[src/rtl/fmac_result_packer.sv]
// FMAC output stage: normalize, round and pack an unpacked result into IEEE-754 binary32.
// Optional macro FMAC_FTZ_EN flushes subnormal results to signed zero instead of gradual underflow.
module fmac_result_packer #(
    parameter int MANT_W = 50,
    parameter int EXP_W  = 10,
    parameter int LZC_W  = 7
) (
    input  logic              Clk_CI,
    input  logic              Rst_RBI,
    input  logic              Flush_SI,
    input  logic              In_Valid_SI,
    output logic              In_Ready_SO,
    input  logic              Sign_DI,
    input  logic [EXP_W-1:0]  Exp_DI,
    input  logic [MANT_W-1:0] Mant_DI,
    input  logic              Sticky_DI,
    input  logic [1:0]        RM_DI,
    input  logic              NaN_DI,
    input  logic              Inf_DI,
    input  logic              Zero_DI,
    output logic              Out_Valid_SO,
    input  logic              Out_Ready_SI,
    output logic [31:0]       Result_DO,
    output logic              OF_SO,
    output logic              UF_SO,
    output logic              NX_SO
);
    localparam int EW     = EXP_W + 2;
    localparam int SH_MAX = MANT_W + 2;
    localparam int SH_W   = $clog2(SH_MAX + 1);
    localparam int WIDE_W = 2 * MANT_W + 2;
    localparam int G_POS  = MANT_W - 25;

    typedef logic signed [EW-1:0] exp_t;

    typedef struct packed {
        logic              sign;
        logic [1:0]        rm;
        logic              nan;
        logic              inf;
        logic              zero;
        logic              cancel;
        logic              tiny;
        logic              sticky;
        exp_t              exp;
        logic [MANT_W-1:0] mant;
    } s1_t;

    typedef struct packed {
        logic [31:0] res;
        logic        of;
        logic        uf;
        logic        nx;
    } s2_t;

    function automatic logic [LZC_W-1:0] lzc(input logic [MANT_W-1:0] m);
        logic [LZC_W-1:0] cnt;
        logic             found;
        cnt   = LZC_W'(MANT_W);
        found = 1'b0;
        for (int i = MANT_W - 1; i >= 0; i--) begin
            if (m[i] && !found) begin
                cnt   = LZC_W'(MANT_W - 1 - i);
                found = 1'b1;
            end
        end
        return cnt;
    endfunction

    function automatic logic round_up(input logic [1:0] rm, input logic sign,
                                      input logic g, input logic s, input logic lsb);
        logic up;
        case (rm)
            2'd0:    up = g & (s | lsb);
            2'd1:    up = 1'b0;
            2'd2:    up = (g | s) & ~sign;
            default: up = (g | s) & sign;
        endcase
        return up;
    endfunction

    // Directed-away modes saturate to max finite; directed-toward modes go to infinity.
    function automatic logic [31:0] overflow_word(input logic [1:0] rm, input logic sign);
        logic to_inf;
        case (rm)
            2'd0:    to_inf = 1'b1;
            2'd1:    to_inf = 1'b0;
            2'd2:    to_inf = ~sign;
            default: to_inf = sign;
        endcase
        return {sign, to_inf ? 31'h7F80_0000 : 31'h7F7F_FFFF};
    endfunction

    logic s1_valid_q, s1_valid_d, s2_valid_q, s2_valid_d;
    logic s1_adv, s2_adv, s1_load, s2_load;
    s1_t  s1_q, s1_d, s1_new;
    s2_t  s2_q, s2_d, s2_new;

    always_comb begin
        s2_adv      = ~s2_valid_q | Out_Ready_SI;
        s1_adv      = ~s1_valid_q | s2_adv;
        In_Ready_SO = s1_adv;
        s1_load     = In_Valid_SI & s1_adv;
        s2_load     = s1_valid_q & s2_adv;
        s1_valid_d  = s1_adv ? In_Valid_SI : s1_valid_q;
        s2_valid_d  = s2_adv ? s1_valid_q : s2_valid_q;
        if (Flush_SI) begin
            s1_valid_d = 1'b0;
            s2_valid_d = 1'b0;
        end
    end

    always_ff @(posedge Clk_CI or negedge Rst_RBI) begin
        if (!Rst_RBI) begin
            s1_valid_q <= 1'b0;
            s2_valid_q <= 1'b0;
        end else begin
            s1_valid_q <= s1_valid_d;
            s2_valid_q <= s2_valid_d;
        end
    end

    // Stage 1: leading-one detect, normalize, denormal right shift into sticky.
    logic [LZC_W-1:0]  lz;
    exp_t              e_raw, sh;
    logic [SH_W-1:0]   amt;
    logic [MANT_W-1:0] m_shl;
    logic [WIDE_W-1:0] wide;

    always_comb begin
        lz    = lzc(Mant_DI);
        e_raw = exp_t'($signed(Exp_DI)) + exp_t'(1) - exp_t'(lz);
        m_shl = Mant_DI << lz;
        sh    = exp_t'(1) - e_raw;
        amt   = '0;
        if (e_raw < exp_t'(1))
            amt = (sh > exp_t'(SH_MAX)) ? SH_W'(SH_MAX) : sh[SH_W-1:0];
        wide  = {m_shl, {(MANT_W + 2){1'b0}}} >> amt;

        s1_new.sign   = Sign_DI;
        s1_new.rm     = RM_DI;
        s1_new.nan    = NaN_DI;
        s1_new.inf    = Inf_DI;
        s1_new.zero   = Zero_DI;
        s1_new.cancel = (Mant_DI == '0) & ~Sticky_DI;
        if (e_raw >= exp_t'(1)) begin
            s1_new.tiny   = 1'b0;
            s1_new.exp    = e_raw;
            s1_new.mant   = m_shl;
            s1_new.sticky = Sticky_DI;
        end else begin
            s1_new.tiny   = 1'b1;
            s1_new.exp    = '0;
            s1_new.mant   = wide[WIDE_W-1 -: MANT_W];
            s1_new.sticky = Sticky_DI | (|wide[MANT_W+1:0]);
        end
        s1_d = s1_load ? s1_new : s1_q;
    end

    // Stage 2: round, overflow handling, pack, flags and special-case override.
    exp_t        e1, exp_out;
    logic [23:0] mant24;
    logic [24:0] sum;
    logic        g_bit, s_bit, ovf;

    always_comb begin
        e1      = s1_q.exp;
        mant24  = s1_q.mant[MANT_W-1 -: 24];
        g_bit   = s1_q.mant[G_POS];
        s_bit   = (|s1_q.mant[G_POS-1:0]) | s1_q.sticky;
        sum     = {1'b0, mant24} + 25'(round_up(s1_q.rm, s1_q.sign, g_bit, s_bit, mant24[0]));
        exp_out = (e1 == '0) ? exp_t'(sum[23]) : e1 + exp_t'(sum[24]);
        ovf     = exp_out >= exp_t'(255);

        s2_new.of  = ovf;
        s2_new.nx  = g_bit | s_bit | ovf;
        s2_new.uf  = s1_q.tiny & (g_bit | s_bit | ovf);
        s2_new.res = ovf ? overflow_word(s1_q.rm, s1_q.sign)
                         : {s1_q.sign, exp_out[7:0], sum[22:0]};
`ifdef FMAC_FTZ_EN
        if (!ovf && exp_out == '0 && sum[22:0] != '0) begin
            s2_new.res = {s1_q.sign, 31'h0};
            s2_new.uf  = 1'b1;
            s2_new.nx  = 1'b1;
        end
`endif
        if (s1_q.nan) begin
            s2_new = '{res: 32'h7FC0_0000, of: 1'b0, uf: 1'b0, nx: 1'b0};
        end else if (s1_q.inf) begin
            s2_new = '{res: {s1_q.sign, 31'h7F80_0000}, of: 1'b0, uf: 1'b0, nx: 1'b0};
        end else if (s1_q.zero) begin
            s2_new = '{res: {s1_q.sign, 31'h0}, of: 1'b0, uf: 1'b0, nx: 1'b0};
        end else if (s1_q.cancel) begin
            s2_new = '{res: {s1_q.rm == 2'd3, 31'h0}, of: 1'b0, uf: 1'b0, nx: 1'b0};
        end
        s2_d = s2_load ? s2_new : s2_q;
    end

    always_ff @(posedge Clk_CI) begin
        s1_q <= s1_d;
        s2_q <= s2_d;
    end

    // Data registers carry no reset; gating by valid gives zeros out of reset.
    always_comb begin
        Out_Valid_SO = s2_valid_q;
        Result_DO    = s2_valid_q ? s2_q.res : 32'h0;
        OF_SO        = s2_valid_q & s2_q.of;
        UF_SO        = s2_valid_q & s2_q.uf;
        NX_SO        = s2_valid_q & s2_q.nx;
    end

endmodule

[config.mk]
export PLATFORM = sky130hd
export DESIGN_NAME = fmac_result_packer
export DESIGN_NICKNAME = d
export VERILOG_FILES = /design/src/rtl/fmac_result_packer.sv
export SDC_FILE = /design/constraint.sdc
export NUM_CORES = 1
export LEC_CHECK = 0
export ABC_AREA = 1
export BUFFER_PORTS_ARGS = -buffer_cell sky130_fd_sc_hd__buf_2
export CAP_MARGIN = 20
export CORE_ASPECT_RATIO = 0.5
export CORE_UTILIZATION = 60
export CTS_CLUSTER_SIZE = 10
export DETAILED_ROUTE_END_ITERATION = 10
export PLACE_DENSITY = 0.76
export SYNTH_ARGS = -nofsm -noshare
export SYNTH_HDL_FRONTEND = slang
export SYNTH_SLANG_ARGS = --single-unit
[constraint.sdc]
create_clock -name Clk_CI -period 6.61 [get_ports Clk_CI]
set_input_delay 1.322 -clock Clk_CI [delete_from_list [all_inputs] [get_ports Clk_CI]]
set_output_delay 1.322 -clock Clk_CI [all_outputs]
set_load 0.01 [all_outputs]
==> results of run 1 <==
==> metal layers <==
| metal | overflow | track usage [%] |
|---|---|---|
| met1 | 12 | 88.2 |
| met2 | 266 | 103 |
| met3 | 37 | 80.5 |
| met4 | 123 | 94.4 |
| met5 | 4 | 59.1 |
==> cell usage after synthesis (3+ instances only) <==
cell	instances	area [um^2]
nand3_1	737	3690
nand2_1	564	2120
inv_1	185	694
nor2_1	164	616
edfxtp_1	106	3180
clkbuf_1	77	289
o21ai_0	54	270
a21oi_1	47	235
nand4_1	46	288
buf_2	33	165
nor3_1	24	120
ha_1	22	275
xor2_1	18	158
buf_1	17	63.8
o21ai_1	14	70.1
xnor2_1	12	105
nor4_1	11	68.8
o31ai_1	8	60.1
inv_2	7	26.3
clkinv_1	6	22.5
or2_2	6	37.5
nor2_2	4	25.0
a211oi_1	3	22.5
a21o_1	3	22.5
buf_6	3	33.8
nand2_2	3	18.8
nand3_2	3	30.0
nor2_4	3	33.8
o2111ai_1	3	26.3
==> logic make-up after synthesis <==
logic type      after synthesis  synth area share [%]
flops                       108                  24.7
buf+inv                     330                  10.0
other cells                   1                0.0286
simple gates               1581                  54.9
xor+xnor                     30                  2.00
fa+ha+maj                    23                  2.25
compound gates              145                  6.17
==> stage by stage <==
| stage | instance area [um^2] | cells |
|---|---|---|
| floorplan | 13400 | 2218 |
| global placement | 16000 | 2767 |
| detailed placement | 16000 | 2767 |
| CTS | 18000 | 2820 |
==> repair_timing <==
action / 4_1_cts
pin swaps: 63
resized for setup: 315
endpoints found under the setup margin: 51
gates cloned: 4
setup buffers: 35
==> flow_summary.json, run 1 <==
{
  "ys_dominant_reg_cell": "edfxtp_1",
  "cts-root-buf": "clkbuf_16",
  "outcome": "did not finish",
  "initial_utilization_pct": 62.5,
  "global_route.usage.total_pct": 90.6,
  "ctsHtreeMaxLevel": 3,
  "clockBufferDepth": 2,
  "synthCells": 2218,
  "rows": 37,
  "async_flop_share_pct": 1.85,
  "stop_error": "[ERROR GRT-0232] Routing congestion too high. Check the congestion heatmap in the GUI.",
  "synth-seq-cells": 108,
  "numClockSinks": 108,
  "syn-cell-area_um2": 13100,
  "ys_seq_area_share_pct": 24.7,
  "dpl_worst_slack_ps": -1280,
  "yosysWarnings": 0,
  "endpoint_type": "register data pin",
  "ios": 109,
  "synth-edff-count": 106,
  "chipWidth_um": 211,
  "hold_buffers": 0,
  "port_buffers": 108,
  "cts_buffers": 9,
  "yosys.cell_types.count": 54,
  "overflow": 442,
  "place.gp.congestion": 1.04,
  "syn_avg_cell_area_um2": 5.91,
  "dp_hpwl_um": 36400,
  "syn-num-nets": 2313,
  "grt_max_degree": 72,
  "die_h_um": 107,
  "lastStage": "global routing (5_1_grt)",
  "worst_endpoint": "s1_q[62]$_DFFE_PP_/D"
}
==> inputs of run 2 (changes only) <==
--- a/config.mk
+++ b/config.mk
@@ -8,11 +8,9 @@
 export ABC_AREA = 1
 export BUFFER_PORTS_ARGS = -buffer_cell sky130_fd_sc_hd__buf_2
 export CAP_MARGIN = 20
-export CORE_ASPECT_RATIO = 0.5
-export CORE_UTILIZATION = 60
-export CTS_CLUSTER_SIZE = 10
+export CORE_UTILIZATION = 40
 export DETAILED_ROUTE_END_ITERATION = 10
-export PLACE_DENSITY = 0.76
+export PLACE_DENSITY_LB_ADDON = 0.15
 export SYNTH_ARGS = -nofsm -noshare
 export SYNTH_HDL_FRONTEND = slang
 export SYNTH_SLANG_ARGS = --single-unit
==> run 2 against run 1 <==
Against the previous run:
- the flow now finishes, with violations (setup timing)
- synthesized cell count stayed put
- synthesized area stayed put
==> flow_summary.json, run 2 <==
{
  "grt_antenna_before_repair": 0,
  "tritoncts": "built",
  "rows": 65,
  "yosys-top-cells-area": "nand3_1 (28%), edfxtp_1 (24%), nand2_1 (16%), inv_1 (5.3%), nor2_1 (4.7%)",
  "slew_headroom_pct": 31.9,
  "diodes": 0,
  "skew_ps": 12.2,
  "yosysMostFrequentCell": "nand3_1",
  "synth_common_cells": "nand3_1 (737), nand2_1 (564), inv_1 (185)",
  "crit_required_ps": 6730,
  "pwr_density_cell_nw_per_um2": 217,
  "grt_max_degree": 72,
  "grt_pass1_wl_um": 79400,
  "clockBufferDepth": 2,
  "grt_pass1_vias": 15683,
  "maxCapViolCount": 0,
  "timing.final.crit_share_pct": 112,
  "ys_dominant_reg_cell": "edfxtp_1",
  "drt_iter0_drc": 1746,
  "syn-cell-area_um2": 13100,
  "chipWidth_um": 183,
  "dr.pass1.iters": 5,
  "final_nets": 2671,
  "layout_commonest_cell": "nand3_1",
  "cpMostUsedCell": "nand2_1",
  "wl_um": 51400,
  "cts-root-buf": "clkbuf_16",
  "cpPeakStageDelay_ps": 360,
  "drive_gt1_share_pct": 36.8,
  "total_power_mw": 4.29,
  "arrival_ps": 7550,
  "worstMarginPinSlew_ps": 1020,
  "layout_setup_ws_ps": -820,
  "ctsHtreeMaxLevel": 3,
  "port_buffers": 108,
  "final-setup-viol-count": 51,
  "synthAdderAreaFrac_pct": 2.25,
  "place.gp.congestion": 1.00,
  "syn-num-nets": 2313,
  "synth_top_area_share_pct": 28.1,
  "synth_xor_area_share_pct": 2.00,
  "start_kind": "input port",
  "worst-path-max-fanout": 10,
  "ios": 109,
  "design.die.area_um2": 33500,
  "global_route.usage.total_pct": 29.6,
  "dp_hpwl_um": 37900,
  "r2r_slack_ps": 1160,
  "yosys.cell_types.count": 54,
  "layout_common_cells": "nand3_1 (524), nand2_1 (446), buf_4 (292), nand3_2 (184), inv_1 (179)",
  "synth-seq-cells": 108,
  "outcome": "finished with violations",
  "hold_buffers": 0,
  "synth-edff-count": 106,
  "area_delta_synth_final_pct": 50.5,
  "synth_area_leader_cell": "nand3_1",
  "initial_utilization_pct": 41.1,
  "synth-simple-area-share_pct": 54.9,
  "min_path_type": "flop to flop",
  "timing.fmax_mhz": 135,
  "ant_nets": 0,
  "drc": 0,
  "viasPerCell": 5.63,
  "dpl_worst_slack_ps": -1350,
  "slew_viol_final": 0,
  "clkLatencyLatePin_ps": 350,
  "largest_reg_flops": 35,
  "regMostFlops": "s2_q",
  "synth.mux.area_fraction_pct": 0,
  "nFillCells": 2946,
  "overflow": 0,
  "violations": "setup timing",
  "async_flop_share_pct": 1.85,
  "wl_per_cell_um": 17.0,
  "worst_path_max_delay_cell": "fa_2",
  "syn_avg_cell_area_um2": 5.91,
  "grt_setup_unrepaired": "true",
  "worstSetupPathType": "input port to flop",
  "ys_seq_area_share_pct": 24.7,
  "numClockSinks": 108,
  "synth_compound_area_share_pct": 6.17,
  "final_util_pct": 61.9,
  "worst_setup_path_end_kind": "flop",
  "synth_top_family_by_area": "simple AND/OR/NAND/NOR gates",
  "cts_buffers": 9,
  "core-area_um2": 31900,
  "ir_worst_vdd_uv": 146,
  "die_h_um": 183,
  "synthCells": 2218,
  "cts.clk_slew.worst_paths_ps": 80,
  "hold_viol": 0,
  "total_leakage_power_nw": 9.45,
  "num_vias": 16982,
  "min_period_ps": 7430,
  "yosysWarnings": 0
}
run 2: per-layer routing:
metal	wire length (um)	GRT usage, %	vias to the layer above
li1	-	-	8299
met4	1430	9.80	0
met2	24000	48.6	690
met5	0	0	-
met1	22500	40.2	7889
met3	3490	3.46	104
run 2: timing repair:
| action | CTS | global route |
|---|---|---|
| resized for setup | 261 | 312 |
| endpoints found under the hold margin | 0 | 0 |
| buffers inserted | 25 | 34 |
| cloned | 6 | 0 |
| pin swaps | 67 | 101 |
| setup endpoints to repair | 51 | 51 |
run 2: critical path: cells and delay by family:
kind / cells / cell delay [ps]
fa+ha+maj: 3 / 710
buf+inv: 12 / 1200
xor+xnor: 2 / 340
compound gates: 7 / 1020
simple gates: 27 / 2920
run 2: worst paths after layout:
path	cells after the start	start	end
min in group asynchronous	1	Rst_RBI	Out_Valid_SO$_DFFE_PN0P_
max reg2reg	32	s1_q[69]$_DFFE_PP_	s2_q[14]$_SDFFCE_PP0P_
min	2	s1_valid_q$_DFFE_PN0P_	Out_Valid_SO$_DFFE_PN0P_
max in group asynchronous	1	Rst_RBI	s1_valid_q$_DFFE_PN0P_
min reg2reg	2	s1_valid_q$_DFFE_PN0P_	Out_Valid_SO$_DFFE_PN0P_
max	51	Mant_DI[48]	s1_q[62]$_DFFE_PP_
run 2: kinds of logic after synthesis:
group | after synthesis
other cells | 1
buf+inv | 330
fa+ha+maj | 23
flops | 108
compound gates | 145
simple gates | 1581
xor+xnor | 30
run 2: where the power goes:
| part | internal (mW) | switching (mW) | leakage, nW |
|---|---|---|---|
| logic | 1.19 | 1.65 | 8.22 |
| clock network | 0.266 | 0.254 | 0.142 |
| registers | 0.879 | 0.0458 | 1.09 |
run 2: final cells by class:
type                    count  area, um^2  share of cell area, %
multi-input cells        1780       10900                   55.1
repair buffers            479        4020                   20.4
flip-flops and latches    108        3230                   16.4
inverters                 198         772                   3.91
well taps                 435         544                   2.76
clock buffers               9         225                   1.14
clock inverters             7        67.6                  0.342
run 2: through the flow:
stage | setup TNS, ps | hold WS (ps) | area (um^2) | std cells
6_report | -20890 | 606 | 19700 | 3016
2_1_floorplan | -18840 | 510 | 13400 | 2218
3_5_place_dp | -53340 | 570 | 16500 | 2945
5_1_grt | -39100 | 635 | 19700 | 3016
4_1_cts | -15380 | 609 | 18100 | 2990
3_3_place_gp | -54120 | 577 | 16500 | 2945
No activity file was read; power rests on OpenSTA's default activity.
